$ cat src/rtl/commit_trace_buffer.sv
// Retirement tracer: records every writeback commit into a circular buffer,
// stops recording after a programmable number of finish pulses, then drains
// the recorded trace oldest-first over a valid/ready stream.
module commit_trace_buffer #(
  parameter int DEPTH        = 16,
  parameter int CYC_W        = 16,
  parameter int WRAP_MODE    = 1,
  parameter int FINISH_COUNT = 3
) (
  input  logic                     CLK,
  input  logic                     RST,
  input  logic                     Pause,
  input  logic                     commit_valid,
  input  logic [31:0]              commit_pc,
  input  logic [31:0]              commit_instr,
  input  logic [4:0]               commit_rdid,
  input  logic [31:0]              commit_data,
  input  logic                     finish,
  input  logic                     rd_ready,
  output logic                     rd_valid,
  output logic [31:0]              rd_pc,
  output logic [31:0]              rd_instr,
  output logic [4:0]               rd_rdid,
  output logic [31:0]              rd_data,
  output logic [CYC_W-1:0]         rd_cycle,
  output logic [$clog2(DEPTH):0]   count,
  output logic                     overflow,
  output logic                     trace_done
);
  localparam int AW = $clog2(DEPTH);
  localparam int FW = (FINISH_COUNT > 1) ? $clog2(FINISH_COUNT) : 1;
  localparam logic [FW-1:0] FIN_LAST = FW'(FINISH_COUNT - 1);
  localparam logic [AW:0]   FULL     = (AW+1)'(DEPTH);

  localparam logic [1:0] S_CAPTURE = 2'd0;
  localparam logic [1:0] S_DRAIN   = 2'd1;
  localparam logic [1:0] S_DONE    = 2'd2;

  typedef struct packed {
    logic [31:0]      pc;
    logic [31:0]      instr;
    logic [4:0]       rdid;
    logic [31:0]      data;
    logic [CYC_W-1:0] cyc;
  } entry_t;

  entry_t           mem [DEPTH];
  logic [1:0]       state;
  logic [AW-1:0]    wr_ptr, rd_ptr;
  logic [CYC_W-1:0] cyc;
  logic [FW-1:0]    fin_cnt;
  logic             commit, full, do_wr, xfer;
  logic [AW:0]      cnt_after;
  entry_t           head;

  // Qualify commits/beats; in stop mode a full buffer drops the new entry.
  always_comb begin
    commit    = (state == S_CAPTURE) & commit_valid & ~Pause;
    full      = (count == FULL);
    do_wr     = commit & ((WRAP_MODE != 0) | ~full);
    xfer      = rd_valid & rd_ready;
    cnt_after = count - {{AW{1'b0}}, xfer};
    head      = mem[rd_ptr];
  end

  // Trace storage; not reset, occupancy is tracked by count alone.
  always_ff @(posedge CLK) begin
    if (!RST && do_wr)
      mem[wr_ptr] <= '{pc: commit_pc, instr: commit_instr, rdid: commit_rdid,
                       data: commit_data, cyc: cyc};
  end

  // Pointers, occupancy, cycle stamp, finish counting and capture/drain/done sequencing.
  always_ff @(posedge CLK) begin
    if (RST) begin
      state      <= S_CAPTURE;
      wr_ptr     <= '0;
      rd_ptr     <= '0;
      count      <= '0;
      cyc        <= '0;
      fin_cnt    <= '0;
      overflow   <= 1'b0;
      trace_done <= 1'b0;
      rd_valid   <= 1'b0;
    end else begin
      cyc <= cyc + 1'b1;
      case (state)
        S_CAPTURE: begin
          if (commit) begin
            if (!full) begin
              wr_ptr <= wr_ptr + 1'b1;
              count  <= count + 1'b1;
            end else begin
              overflow <= 1'b1;
              // Overwrite mode: oldest entry is sacrificed, occupancy stays full.
              if (WRAP_MODE != 0) begin
                wr_ptr <= wr_ptr + 1'b1;
                rd_ptr <= rd_ptr + 1'b1;
              end
            end
          end
          if (finish) begin
            if (fin_cnt == FIN_LAST) state <= S_DRAIN;
            else                     fin_cnt <= fin_cnt + 1'b1;
          end
        end
        S_DRAIN: begin
          if (xfer) begin
            rd_ptr <= rd_ptr + 1'b1;
            count  <= cnt_after;
          end
          if (cnt_after == '0) begin
            state      <= S_DONE;
            trace_done <= 1'b1;
            rd_valid   <= 1'b0;
          end else begin
            rd_valid   <= 1'b1;
          end
        end
        default: begin
          rd_valid <= 1'b0;
        end
      endcase
    end
  end

  // Drain data is the head entry, forced to zero when no beat is offered.
  assign rd_pc    = rd_valid ? head.pc    : '0;
  assign rd_instr = rd_valid ? head.instr : '0;
  assign rd_rdid  = rd_valid ? head.rdid  : '0;
  assign rd_data  = rd_valid ? head.data  : '0;
  assign rd_cycle = rd_valid ? head.cyc   : '0;
endmodule

$ cat config.mk
export PLATFORM = sky130hd
export DESIGN_NAME = commit_trace_buffer
export DESIGN_NICKNAME = d
export VERILOG_FILES = /design/src/rtl/commit_trace_buffer.sv
export SDC_FILE = /design/constraint.sdc
export NUM_CORES = 1
export LEC_CHECK = 0
export ABC_AREA = 1
export CORE_MARGIN = 8
export CORE_UTILIZATION = 30
export DETAILED_ROUTE_END_ITERATION = 8
export MAX_ROUTING_LAYER = met4
export PLACE_DENSITY = 0.45
export SLEW_MARGIN = 25
export SYNTH_ARGS = -nofsm -noshare
export SYNTH_HDL_FRONTEND = slang
export SYNTH_SLANG_ARGS = --single-unit
$ cat constraint.sdc
create_clock -name CLK -period 23.3 [get_ports CLK]
set_input_delay 4.66 -clock CLK [delete_from_list [all_inputs] [get_ports CLK]]
set_output_delay 4.66 -clock CLK [all_outputs]
set_load 0.02 [all_outputs]
==> results of run 1 <==
## cells by family (layout without fill, tap and decap cells)
family,Yosys count,after routing,synth area share (%)
DFF,1912,1912,71.2
buffers and inverters,1381,1699,6.71
xor gates and xnor gates,5,5,0.0547
AOI/OAI and AO/OA,276,276,1.73
adders and majority gates,11,11,0.172
and+or+nand+nor,3896,3896,20.2
other,0,23,0
## report_power, final
group | internal (W) | switching [W] | total, W
logic | 0.000197 | 0.000490 | 0.000688
registers | 0.00379 | 0.0000186 | 0.00381
clock network | 0.00181 | 0.00139 | 0.00320
## layer usage
layer	vias to the layer above	track usage, %
met5	-	-
li1	25063	-
met4	0	4.78
met2	1224	27.1
met3	374	2.56
met1	25916	23.0
## layout make-up
type / count / area (µm²) / area share, %
Tap cell: 3533 / 4420 / 4.76
Inverter: 978 / 3720 / 4.00
Timing Repair Buffer: 325 / 3250 / 3.50
Clock inverter: 117 / 952 / 1.03
Clock buffer: 279 / 5640 / 6.07
Antenna cell: 23 / 57.6 / 0.0620
Multi-Input combinational cell: 4188 / 17800 / 19.2
Sequential cell: 1912 / 57000 / 61.4
## per-stage QoR
step | hold slack [ns] | area [µm²] | setup slack (ns) | cells
2_1_floorplan | 0.450 | 80100 | 9.54 | 7481
3_3_place_gp | 0.455 | 86100 | 12.60 | 10930
3_5_place_dp | 0.454 | 86200 | 12.55 | 10934
4_1_cts | 0.465 | 92800 | 11.57 | 11330
5_1_grt | 0.480 | 92900 | 11.58 | 11351
6_report | 0.462 | 92900 | 12.05 | 11355
## cell usage in the layout, fill, tap and decap left out, types with 35 or more instances in the layout
| master | count |
|---|---|
| clkbuf_1 | 60 |
| a21oi_1 | 140 |
| clkbuf_16 | 213 |
| o21ai_0 | 133 |
| clkinv_1 | 52 |
| dfxtp_1 | 36 |
| clkdlybuf4s50_1 | 231 |
| nor2_1 | 273 |
| inv_1 | 973 |
| clkinv_2 | 35 |
| edfxtp_1 | 1872 |
| buf_4 | 74 |
| nand2_1 | 2401 |
| nand3_1 | 1194 |
## worst min-delay path: cells and delay by family, from the launching register on
| kind | cells | cell delay [ns] |
|---|---|---|
| compound gates | 1 | 0.06 |
| buf+inv | 1 | 0.05 |
| flops | 1 | 0.31 |
## state kept, by name, summed over array words and instances, names as in the netlist, named ones only
register	count
trace_done	1
mem	1872
cyc	16
fin_cnt	2
rd_ptr	4
overflow	1
count	5
state	2
rd_valid	1
wr_ptr	4
## final timing paths
kind	startpoint	to
max reg2reg	state[1]	mem[3][30]
min	trace_done	trace_done
max	register	rd_pc[23]
min reg2reg	trace_done	trace_done
==> out/metrics.cfg, run 1 <==
[detailed_routing]
via_per_inst=4.63
wl_per_cell_um=21.3
met1_length_um=113000
wl_um=242000
routed-wl-met3_um=11200
drt-initial-drc-count=4117
vias=52577
dr_wl_met2_um=112000
firstDrtPassIters=5
routed.top_layer=met4
drcViolationCount=0
ant_nets=0

[placed_design]
globalplace.congestion=0.727
dpl.hpwl_um=114000
port_buffers=231

[flow_run]
drv_cap=0

[global_route]
grt-ovfl-total=0
grt_pass1_vias=51497
grt_max_degree=226
antenna_found_initial=36
grt.total_usage_pct=17.1
grt_first_pass_wirelength_um=354000

[setup_path]
reg2reg_slack_ns=18.77
cp_num_cells=11
crit_family=buffers and inverters
end_kind=output port
crit_type=reg2out
start_kind=register
path_cells=buf_4 > buf_4 > buf_4 > buf_4 > nor2_1 > nor2_1 > o21ai_0 > nand3_1 > nand3_1 > a21oi_1 > clkdlybuf4s50_1
arrival_ns=6.59
critPathMaxStageDelay_ns=0.88
crit_path_top_delay_cell=buf_4
cp_common_cell=buf_4
cp.required_ns=18.64
worstPathMaxFanout=86
ff2ff_path_depth=8
worst-path-buf-inv=5

[synthesis]
synth-warning-count=0
postSynth.asyncResetShare_pct=0
synth_top_flop_cell=edfxtp_1
netlist_instances=7481
synth_cell_types=25
synth.most_common_cell=nand2_1
synth_common_cells=nand2_1, edfxtp_1, nand3_1
syn_avg_cell_area_um2=10.7
yosys-top-cells-area=edfxtp_1, nand2_1, nand3_1, inv_1, nor2_1
synth_edf_count=1872
synth-seq-cells=1912
syn_nets=7599
synth.cell_area_um2=80100
ys_seq_area_share_pct=71.2
yosysTopAreaCell=edfxtp_1
synth_top_area_share_pct=70.2

[clocking]
cts-root-buf=clkbuf_16
post_cts_buffers=0
numClockSinks=1912
ctsResizeCount=0
cts_tree=built
holdBufCountCts=0
clock_path_buffers=3
clk_latency_ns=0.86
htree_levels=4
numCtsBuffers=212
cts.clk_slew.worst_paths_ns=0.06

[pwr]
p_per_area_nw_per_um2=82.9
leakage_nw=36.0
finalPower_w=0.00770
ir_worst_vdd_uv=80.7

[floorplan]
start_util_pct=30.2
placementRows=189
die-area_um2=284000
die_x_um=533
die_y_um=533
core-area_um2=265000
ioPinCount=232

[timing]
fmax_ghz=0.0889
fin_crit_ns=11.25
skew_ns=0.0498
slew_headroom_pct=28.7
tightestPinTransition_ns=1.07
timing.setup.tns_ns=0
rsz0062_at_grt=no
period_share_pct=48.3
setup_violations=0
finalMaxSlewViolations=0
finalHoldViolCount=0

[finish]
fin_nets=7735
area_growth_pct=16.0
final_util_pct=35.0
nFillCells=26294
drive_above_1_share_pct=5.18

[min_path]
hold_class=reg2reg
whs_path_depth=2

[status]
status=finished clean

Power figures use the tool's default switching activity.
==> run 2, diff against run 1 <==
--- a/config.mk
+++ b/config.mk
@@ -10,7 +10,7 @@
 export CORE_UTILIZATION = 30
 export DETAILED_ROUTE_END_ITERATION = 8
 export MAX_ROUTING_LAYER = met4
-export PLACE_DENSITY = 0.45
+export PLACE_DENSITY = 0.46
 export SLEW_MARGIN = 25
 export SYNTH_ARGS = -nofsm -noshare
 export SYNTH_HDL_FRONTEND = slang
==> constraint.sdc (replaced) <==
create_clock -name CLK -period 9.9 [get_ports CLK]
set_input_delay 1.98 -clock CLK [delete_from_list [all_inputs] [get_ports CLK]]
set_output_delay 1.98 -clock CLK [all_outputs]
set_load 0.02 [all_outputs]
==> out/metrics.cfg, run 2 (synthesis gave the netlist of run 1 again) <==
[status]
status=finished clean  ; unchanged

[clocking]
clock_path_buffers=3  ; unchanged
numCtsBuffers=210  ; was 212
htree_levels=4  ; unchanged
cts_tree=built  ; unchanged
post_cts_buffers=0  ; unchanged
cts.clk_slew.worst_paths_ns=0.06  ; about the same
numClockSinks=1912  ; unchanged
ctsResizeCount=0  ; unchanged
cts-root-buf=clkbuf_16  ; unchanged
clk_latency_ns=0.87  ; was 0.86 ns
holdBufCountCts=0  ; unchanged

[floorplan]
die_y_um=533  ; unchanged
core-area_um2=265000  ; unchanged
start_util_pct=30.2  ; unchanged
die-area_um2=284000  ; unchanged
ioPinCount=232  ; unchanged
die_x_um=533  ; unchanged
placementRows=189  ; unchanged

[pwr]
leakage_nw=35.9  ; was 36.0 nW
finalPower_w=0.0181  ; was 0.00770 W
p_per_area_nw_per_um2=195  ; was 82.9 nW/µm²
ir_worst_vdd_uv=128  ; was 80.7 µV

[finish]
stdcell_count=11335  ; was 11,355
largest-register=mem  ; unchanged
final_area_um2=92900  ; about the same
reg_top3=mem x1872, cyc x16, count x5  ; unchanged
drive_above_1_share_pct=4.99  ; was 5.18%
fin_nets=7721  ; was 7,735
layout_commonest_cell=nand2_1  ; unchanged
final_util_pct=35.0  ; about the same
largest_reg_flops=1872  ; unchanged
mostFrequentLayoutCells=nand2_1, edfxtp_1, nand3_1  ; unchanged
area_growth_pct=16.0  ; about the same

[detailed_routing]
dr_wl_met2_um=108000  ; was 112,000 µm
routed-wl-met3_um=11300  ; was 11,200 µm
vias=52598  ; was 52,577
wl_per_cell_um=20.8  ; was 21.3 µm
wl_um=236000  ; was 242,000 µm
firstDrtPassIters=5  ; unchanged
met1_length_um=110000  ; was 113,000 µm
ant_nets=0  ; unchanged
routed.top_layer=met4  ; unchanged
drt-initial-drc-count=3951  ; was 4,117
drcViolationCount=0  ; unchanged
via_per_inst=4.64  ; was 4.63

[setup_path]
crit_type=reg2out  ; unchanged
start_kind=register  ; unchanged
arrival_ns=5.19  ; was 6.59 ns
cp.required_ns=7.92  ; was 18.64 ns
worstPathMaxFanout=89  ; was 86
end_kind=output port  ; unchanged

[placed_design]
port_buffers=231  ; unchanged
globalplace.congestion=0.722  ; was 0.727
dpl_cell_area_um2=86200  ; about the same
dpl.hpwl_um=111000  ; was 114,000 µm
dp.cells=10924  ; was 10,934

[timing]
slew_headroom_pct=25.0  ; was 28.7%
period_share_pct=72.4
fmax_ghz=0.139
finalMaxSlewViolations=0  ; unchanged
setup_violations=0  ; unchanged
finalHoldViolCount=0  ; unchanged
skew_ns=0.0452  ; was 0.0498 ns
timing.setup.tns_ns=0  ; unchanged
fin_crit_ns=7.17
tightestPinTransition_ns=1.13  ; was 1.07 ns
rsz0062_at_grt=no  ; unchanged

[global_route]
grt-ovfl-total=0  ; unchanged
grt_max_degree=196  ; was 226
antenna_found_initial=33  ; was 36
grt.total_usage_pct=16.6  ; was 17.1%
grt_pass1_vias=51722  ; was 51,497
grt_first_pass_wirelength_um=347000  ; was 354,000 µm

[min_path]
hold_class=reg2reg  ; unchanged

[flow_run]
drv_cap=0  ; unchanged

==> run 2: changes by cell type in the layout (fill, tap and decap cells not counted), moves of 2 or more <==
cell	before	now
buf_12	12	24
buf_16	3	1
buf_4	74	55
buf_6	5	1
bufinv_16	10	13
clkbuf_8	6	0
clkinv_1	52	49
clkinv_2	35	31
clkinvlp_4	3	8
==> run 2: worst max-delay path: stages (launching register included) <==
cell	delay [ns]
dfxtp_4	0.93
buf_4	0.79
buf_4	0.91
nor2_1	0.11
nor2_1	0.10
o21ai_0	0.10
nand3_1	0.11
nand3_1	0.09
a21oi_1	0.26
clkdlybuf4s50_1	0.67
==> run 2: report_power, final <==
part | switching, W | internal (W)
sequential | 0.0000433 | 0.00892
clock | 0.00326 | 0.00429
combinational | 0.00116 | 0.000466
==> run 2: final timing paths <==
kind               from           to  slack, ns  cells past startpoint
max            register  rd_data[21]       2.73                      9
min reg2reg  trace_done   trace_done       0.48                      2
max reg2reg    state[1]  mem[14][63]       6.34                      6
min          trace_done   trace_done       0.48                      2
==> run 2: per-layer routing <==
metal,GRT usage (%),up-vias
met5,-,-
li1,-,25006
met2,26.1,1232
met1,22.4,25994
met4,4.55,0
met3,2.67,366
==> run 2: cell type report <==
type / count / area, µm²
antenna: 22 / 55.1
clock buffer: 273 / 5560
clock inverter: 116 / 1040
fill: 26318 / 172000
inverter: 978 / 3720
multi-input combinational: 4188 / 17800
sequential: 1912 / 57000
tap: 3533 / 4420
timing repair buffer: 313 / 3260
==> run 2: stage by stage <==
step / worst slack [ns] / hold slack [ns]
floorplan: -1.18 / 0.450
global placement: 3.47 / 0.441
detailed placement: 3.57 / 0.461
CTS: 2.59 / 0.473
global route: 2.35 / 0.493
finish: 2.73 / 0.475
